==> src/rtl/fft_stage3.sv <==
// fft_stage3: third stage of the two-lane radix-2 MDC FFT pipeline.
// Scaled butterfly on the two lanes, trivial twiddle (1 or -j) on the
// difference lane, then a depth-1 commutator. Sample sequencing comes from an
// internal index counter driven by in_valid / in_sof.
module fft_stage3 #(
  parameter int width     = 12,
  parameter int frame_len = 8
) (
  input  logic             clk,
  input  logic             rst,
  input  logic             in_valid,
  input  logic             in_sof,
  input  logic [width-1:0] line1_re,
  input  logic [width-1:0] line1_im,
  input  logic [width-1:0] line2_re,
  input  logic [width-1:0] line2_im,
  output logic [width-1:0] line1_3_re,
  output logic [width-1:0] line1_3_im,
  output logic [width-1:0] line2_3_re,
  output logic [width-1:0] line2_3_im,
  output logic             out_valid,
  output logic             out_sof
);

  localparam int CW = $clog2(frame_len);

  // (a +/- b) >>> 1 computed at width+1 bits; the result always fits in width.
  function automatic logic [width-1:0] half_bfly(input logic [width-1:0] a,
                                                  input logic [width-1:0] b,
                                                  input logic             sub);
    logic [width:0] t;
    if (sub) begin
      t = {a[width-1], a} - {b[width-1], b};
    end else begin
      t = {a[width-1], a} + {b[width-1], b};
    end
    return t[width:1];
  endfunction

  // Two's complement negation that maps the most negative value to the most positive.
  function automatic logic [width-1:0] neg_sat(input logic [width-1:0] x);
    if (x == {1'b1, {(width-1){1'b0}}}) begin
      return {1'b0, {(width-1){1'b1}}};
    end else begin
      return (~x) + {{(width-1){1'b0}}, 1'b1};
    end
  endfunction

  logic [CW-1:0]    r_n;
  logic             r_primed;
  logic [width-1:0] r_d2_re, r_d2_im;
  logic [width-1:0] r_m1_re, r_m1_im;

  logic [CW-1:0]    w_idx;
  logic             w_sel;
  logic             w_emit;
  logic [width-1:0] w_s_re, w_s_im, w_d_re, w_d_im;
  logic [width-1:0] w_x2_re, w_x2_im;
  logic [width-1:0] w_m1_nxt_re, w_m1_nxt_im;
  logic [width-1:0] w_l2_re, w_l2_im;

  // Butterfly, twiddle, commutator selection and emit decision for the current sample.
  always_comb begin
    w_idx       = r_n;
    w_sel       = 1'b0;
    w_emit      = 1'b0;
    w_s_re      = half_bfly(line1_re, line2_re, 1'b0);
    w_s_im      = half_bfly(line1_im, line2_im, 1'b0);
    w_d_re      = half_bfly(line1_re, line2_re, 1'b1);
    w_d_im      = half_bfly(line1_im, line2_im, 1'b1);
    w_x2_re     = w_d_re;
    w_x2_im     = w_d_im;
    w_m1_nxt_re = w_s_re;
    w_m1_nxt_im = w_s_im;
    w_l2_re     = r_d2_re;
    w_l2_im     = r_d2_im;

    // A start-of-frame sample is index 0 regardless of the running count.
    if (in_valid && in_sof) begin
      w_idx = {CW{1'b0}};
    end else begin
      w_idx = r_n;
    end
    w_sel = w_idx[0];

    // Odd index: multiply difference by -j.
    if (w_sel) begin
      w_x2_re     = w_d_im;
      w_x2_im     = neg_sat(w_d_re);
      w_m1_nxt_re = r_d2_re;
      w_m1_nxt_im = r_d2_im;
      w_l2_re     = w_s_re;
      w_l2_im     = w_s_im;
    end else begin
      w_x2_re     = w_d_re;
      w_x2_im     = w_d_im;
      w_m1_nxt_re = w_s_re;
      w_m1_nxt_im = w_s_im;
      w_l2_re     = r_d2_re;
      w_l2_im     = r_d2_im;
    end

    // A restart while a pair is half-filled drops that pair.
    w_emit = in_valid && r_primed && !(in_sof && r_n[0]);
  end

  // Index counter, priming flag, commutator delays and registered outputs.
  always_ff @(posedge clk) begin
    if (rst) begin
      r_n        <= {CW{1'b0}};
      r_primed   <= 1'b0;
      r_d2_re    <= {width{1'b0}};
      r_d2_im    <= {width{1'b0}};
      r_m1_re    <= {width{1'b0}};
      r_m1_im    <= {width{1'b0}};
      line1_3_re <= {width{1'b0}};
      line1_3_im <= {width{1'b0}};
      line2_3_re <= {width{1'b0}};
      line2_3_im <= {width{1'b0}};
      out_valid  <= 1'b0;
      out_sof    <= 1'b0;
    end else if (in_valid) begin
      r_n       <= w_idx + CW'(1);
      r_primed  <= 1'b1;
      r_d2_re   <= w_x2_re;
      r_d2_im   <= w_x2_im;
      r_m1_re   <= w_m1_nxt_re;
      r_m1_im   <= w_m1_nxt_im;
      out_valid <= w_emit;
      out_sof   <= w_emit && (w_idx == CW'(1));
      if (w_emit) begin
        line1_3_re <= r_m1_re;
        line1_3_im <= r_m1_im;
        line2_3_re <= w_l2_re;
        line2_3_im <= w_l2_im;
      end else begin
        line1_3_re <= line1_3_re;
        line1_3_im <= line1_3_im;
        line2_3_re <= line2_3_re;
        line2_3_im <= line2_3_im;
      end
    end else begin
      out_valid <= 1'b0;
      out_sof   <= 1'b0;
    end
  end

endmodule

==> config.mk <==
export PLATFORM = sky130hd
export DESIGN_NAME = fft_stage3
export DESIGN_NICKNAME = d
export VERILOG_FILES = /design/src/rtl/fft_stage3.sv
export SDC_FILE = /design/constraint.sdc
export NUM_CORES = 1
export LEC_CHECK = 0
export ABC_AREA = 1
export BUFFER_PORTS_ARGS = -buffer_cell sky130_fd_sc_hd__buf_2
export CAP_MARGIN = 25
export CELL_PAD_IN_SITES_DETAIL_PLACEMENT = 0
export CELL_PAD_IN_SITES_GLOBAL_PLACEMENT = 1
export CORE_UTILIZATION = 30
export CTS_BUF_LIST = sky130_fd_sc_hd__clkbuf_16
export CTS_CLUSTER_DIAMETER = 50
export DETAILED_ROUTE_END_ITERATION = 8
export PLACE_DENSITY = 0.61
export SLEW_MARGIN = 20
export SYNTH_ARGS = -nofsm -noshare
export SYNTH_HDL_FRONTEND = slang
export SYNTH_SLANG_ARGS = --single-unit
==> constraint.sdc <==
create_clock -name clk -period 2.3 [get_ports clk]
set_input_delay 0.115 -clock clk [delete_from_list [all_inputs] [get_ports clk]]
set_output_delay 0.115 -clock clk [all_outputs]
set_load 0.02 [all_outputs]
=== After elaboration in Yosys (flattened, before gate mapping) ===
Index checks and enable logic that the tools add are counted.

* Bits in registers: 102
* Latch bits: 0
* RAM bits: 0
* Bits in read-only memories: 0
* Memories: 0

* Add/sub/neg operators: 6
* Multipliers: 0
* Divide/modulo/power cells: 0
* $lt $le $gt $ge: 0
* Equal/unequal tests: 2
* Shifts and indexed selects: 0
* Multiplexer cells: 8
* Bitwise gates (word level): 2
* Reductions and logical operators: 8

{| class="wikitable"
|+ Operator list
! kind !! count
|-
| 12-bit two-way mux || 7
|-
| 12-bit by 12-bit adder with 13-bit output || 2
|-
| 12-bit by 12-bit subtractor with 13-bit output || 2
|-
| 12-bit by 1-bit adder with 12-bit output (second input constant) || 1
|-
| 12-bit equality test (second input constant) || 1
|-
| 12-bit inverter || 1
|-
| 1-bit logical AND || 5
|-
| 3-bit by 1-bit adder with 3-bit output (second input constant) || 1
|-
| 3-bit by 1-bit equality test with 1-bit output (second input constant) || 1
|-
| 3-bit two-way mux || 1
|-
| 2-bit AND reduction || 1
|-
| 2-bit OR reduction || 1
|-
| 1-bit logical NOT || 1
|-
| 1-bit inverter || 1
|}

=== Logic depth before layout (Yosys ltp) ===
* Depth in word-level cells: 5
* Mapped depth: 19
* Gate-level depth less buffers: 18

=== Worst setup path before layout ===
No wires, ideal clock.

* Path kind: input port to flip-flop
* Start point: input port line1_re[0]
* End point: register r_d2_im[11]
* Setup time: 117 ps
* Arrival: 1884 ps
* Data required time: 2183 ps
* Setup slack: 299 ps
* Cell stages on the path: 16
* Buffers on the path: 0
* Path through: inv_1 > nand2_8 > fa_1 > inv_1 > nand2_1 > nand2_1 > ha_1 > nand3_2 > nor2_2 > nand3_2 > nor2_4 > nand3_2 > nand2_4 > nor2_1 > a21oi_1 > nor2_1

* Cells in the longest elaborated chain, start to end: 5
* Elaborated cells between the ends (all ways): 6

{| class="wikitable"
|+ RTL lines
! element !! line !! text
|-
| start: declaration || 13 || <nowiki>input logic [width-1:0] line1_re,</nowiki>
|-
| 12-bit by 12-bit subtractor with 13-bit output * || 33 || <nowiki>t = {a[width-1], a} - {b[width-1], b};</nowiki>
|-
| 12-bit inverter || 45 || <nowiki>return (~x) + {{(width-1){1'b0}}, 1'b1};</nowiki>
|-
| 12-bit by 1-bit adder with 12-bit output || 45 ||
|-
| 12-bit two-way mux * || 42 || <nowiki>if (x == {1'b1, {(width-1){1'b0}}}) begin</nowiki>
|-
| 12-bit two-way mux * || 87 || <nowiki>if (w_sel) begin</nowiki>
|-
| end signal: assignment || 113 || <nowiki>r_d2_im <= {width{1'b0}};</nowiki>
|-
| end signal: assignment || 126 || <nowiki>r_d2_im <= w_x2_im;</nowiki>
|-
| end: declaration || 51 || <nowiki>logic [width-1:0] r_d2_re, r_d2_im;</nowiki>
|}

Mark *: on every way between the ends. The rest lies on a longest branch, timed or not.
A chain may end at the register's enable or synchronous reset.

=== Final worst setup path ===
* Start point: input port line2_re[1]
* End point: register r_d2_im[11]

* Cells in the longest elaborated chain, start to end: 5
* Elaborated cells between the ends (all ways): 6

{| class="wikitable"
|+ RTL lines
! element !! line !! text
|-
| start: declaration || 15 || <nowiki>input logic [width-1:0] line2_re,</nowiki>
|-
| 12-bit by 12-bit subtractor with 13-bit output * || 33 ||
|-
| 12-bit inverter || 45 ||
|-
| 12-bit by 1-bit adder with 12-bit output || 45 ||
|-
| 12-bit two-way mux * || 42 ||
|-
| 12-bit two-way mux * || 87 ||
|}

Marks and branches as above.

==> metrics <==
outcome finished clean; Routability Congestion 0.825; layout cells sized above 1 between 15 and 20%; Synthesized Nets 1098; commonest non-fill, non-tap cells in the layout nand2_1, inv_1, dfxtp_1; Setup CP Type in2reg; Yosys top cell area share 30.4%; Post-synth EDFFs 0; Die Footprint 23000 µm²; Clock Latency Late Sink 0.35 ns; area leader, netlist dfxtp_1; sequential fraction of the synthesis area 30.4%; boundary pin count 102; mapped cell area 6720 µm²; Setup crit start kind input port; # hold bufs at CTS 0; nature of the critical path endpoint flip-flop; CTS Root Cell clkbuf_16; Crit Reg-Reg Startpoint r_n[0]$_SDFFE_PP0P_; area grow syn2layout 19.2%; post-cts resize count 0; RSZ-0062 raised after global routing no; sequential share of power between 30 and 40%; Final Critical Period between 1.5 and 2 ns; CTS H-Tree Depth 3; reg2reg end r_d2_re[11]$_SDFFE_PP0P_; Crit path top cell by count nand3_2; Hold WC Path Type in2reg; DRC violations left 0; Placed Area 7740 µm²; Clk pin slew, worst setup/hold paths 0.07 ns; Post-Syn Area per Cell 6.75 µm²; WHS Path Cells 5; setup ws final about 0.31 ns; vias 6618; drt first pass iters 5; pre-CTS setup slack -0.0383 ns; Syn Inst Count just under 1000; CTS tree yes; FF+latch count, synth 102; Clock Power Share between 20% and 30%; floorplan row count 54; Max Fclk between 500 and 600 MHz; Critical Path RT 2.55 ns; Post-synth ARST share 0%; Final Max Slew Viols 0; Clock Sinks 102; MaxCap Viol Count 0; vias in the first global route 6147; cell leakage power 3.98 nW; GRT Total Usage 19.2%; prevailing post-synth register cell dfxtp_1; Worst Max-Slew Pin Slew roughly 0.58 ns; wire per inst 15.2 µm; initial antenna violation count 0; initial core utilization 30.7%; internal power 3.22 mW; global-route wire length before repair between 30000 and 40000 µm; Yosys warnings 0; commonest non-fill, non-tap cell in the layout nand2_1; via-per-instance ratio between 4 and 5; Crit path largest cell delay about 0.42 ns; Post-CTS Setup Bufs 0; Switch Pwr 1.82 mW; Detailed Route WL 21200 µm; Worst Clk Skew between 0.006 and 0.007 ns; Fill cells 2438; hold_ws 0.204 ns; Die Y roughly 150 µm; Num CTS Buffers 9; largest net degree at the start of global routing between 50 and 60; CP arrival between 2 and 2.5 ns; final instance area 8010 µm²; final net count 1213; Net Sw Frac 36.1%; final core occ 36.6%; Worst Hold Launch in_valid; setup violators final 0; Slew headroom around three fifths; HPWL Detailed 16300 µm; Starting DRT DRC Count 352; grt ovf 0; Hold Path End r_n[2]$_SDFFE_PP0P_; maximum vdd drop 0.397 mV; CP Cell Sequence buf_2 -> inv_1 -> buf_4 -> fa_1 -> inv_1 -> nand2_1 -> nand2_1 -> ha_1 -> nand3_2 -> nor2_2 -> nand3_2 -> nor2_4 -> nand3_2 -> nand2_4 -> nor2_1 -> a21oi_1 -> nor2_1; Post-DRT Antenna Nets 0; CP max-delay cell fa_1; reg2reg setup slack 0.55 ns; Antenna Cells 0; maximum clock path buffer count 2; synth unique cells 45; combinational group share of total power between 30% and 40%; Buffers on Ports 101; Fin Setup TNS 0 ns; crit-path max FO 9; Core Region 21900 µm²; Fin. Hold Viols 0; Tcrit/Tclk final 86.3%; r2r worst-path depth 7; Die W approximately 150 µm; top cells by area, synth dfxtp_1, nand2_1, ha_1, inv_1, o21ai_0; power per standard cell area 629 nW/µm²
## sequential cells by signal (all words and copies together), names as in the netlist
register,count
line1_3_im,12
line1_3_re,12
line2_3_im,12
line2_3_re,12
out_sof,1
out_valid,1
r_d2_im,12
r_d2_re,12
r_m1_im,12
r_m1_re,12
r_n,3
r_primed,1
## cells in the mapped netlist (3+ instances only)
cell and number:
or2_2 6, xor2_1 32, nor2_2 4, clkbuf_1 37, o21ai_0 68, a21oi_1 62, o21bai_1 17, nor2_1 80
nand4_1 9, fa_1 4, a21o_1 4, ha_1 47, nand3_1 39, o22ai_1 3, o221ai_1 9, a21oi_2 3
a31oi_1 34, nand2_2 7, o211ai_1 5, inv_1 108, dfxtp_1 102, o31ai_1 3, buf_2 5, nor3_1 3
nand3_2 5, nand2_1 272, inv_2 3
## stage by stage
stage / power [mW] / cells
2_1_floorplan: 3.02 / 995
3_3_place_gp: 3.64 / 1379
3_5_place_dp: 3.64 / 1379
4_1_cts: 5.08 / 1395
5_1_grt: 5.36 / 1395
6_report: 5.04 / 1395
## power groups by stage
stage / Clock (mW) / Combinational, mW / Sequential, mW
floorplan: 0 / 0.951 / 2.06
CTS: 1.47 / 1.61 / 2.00
global placement: 0 / 1.61 / 2.04
detailed placement: 0 / 1.61 / 2.04
finish: 1.44 / 1.60 / 2.00
global route: 1.54 / 1.80 / 2.01
## worst max-delay path by stage
stage	cells past startpoint	end	start	slack (ns)
floorplan	16	r_d2_im[11]$_SDFFE_PP0P_	line1_re[0]	0.30
CTS	17	r_d2_im[11]$_SDFFE_PP0P_	line2_re[1]	0.33
global route	17	r_d2_im[11]$_SDFFE_PP0P_	line2_re[1]	0.06
detailed placement	17	r_d2_im[11]$_SDFFE_PP0P_	line2_re[1]	-0.04
finish	17	r_d2_im[11]$_SDFFE_PP0P_	line2_re[1]	0.31
global placement	17	r_d2_im[11]$_SDFFE_PP0P_	line2_re[1]	-0.005
## cells by family after synthesis
logic type,synth area share [%]
buf+inv,9.51
simple gates,27.3
flops,30.4
compound gates,18.4
xor+xnor,4.43
fa+ha+maj,9.94
## critical path, delay by kind of cell
family / cells / cell delay (ns)
buffers and inverters: 4 / 0.36
AO/OA/AOI/OAI: 1 / 0.14
AND/OR/NAND/NOR: 10 / 1.00
adder cells (fa/ha/maj): 2 / 0.63
## layer usage
| layer | part of all wire (%) | vias up | GRT usage [%] |
|---|---|---|---|
| met2 | 42 | 118 | 28.8 |
| met1 | 53 | 3007 | 28.5 |
| met4 | 1.9 | 0 | 6.34 |
| met5 | 0 | - | 0 |
| met3 | 3.0 | 19 | 1.71 |
| li1 | - | 3474 | - |
## layout make-up
| class | instances | area, µm² | area share, % |
|---|---|---|---|
| well taps | 280 | 350 | 4.37 |
| multi-input cells | 732 | 4040 | 50.4 |
| flip-flops and latches | 102 | 2040 | 25.5 |
| repair buffers | 152 | 888 | 11.1 |
| clock buffers | 9 | 225 | 2.81 |
| inverters | 113 | 425 | 5.31 |
| clock inverters | 7 | 42.5 | 0.531 |
Note: power is estimated with default switching activity, not from simulation.
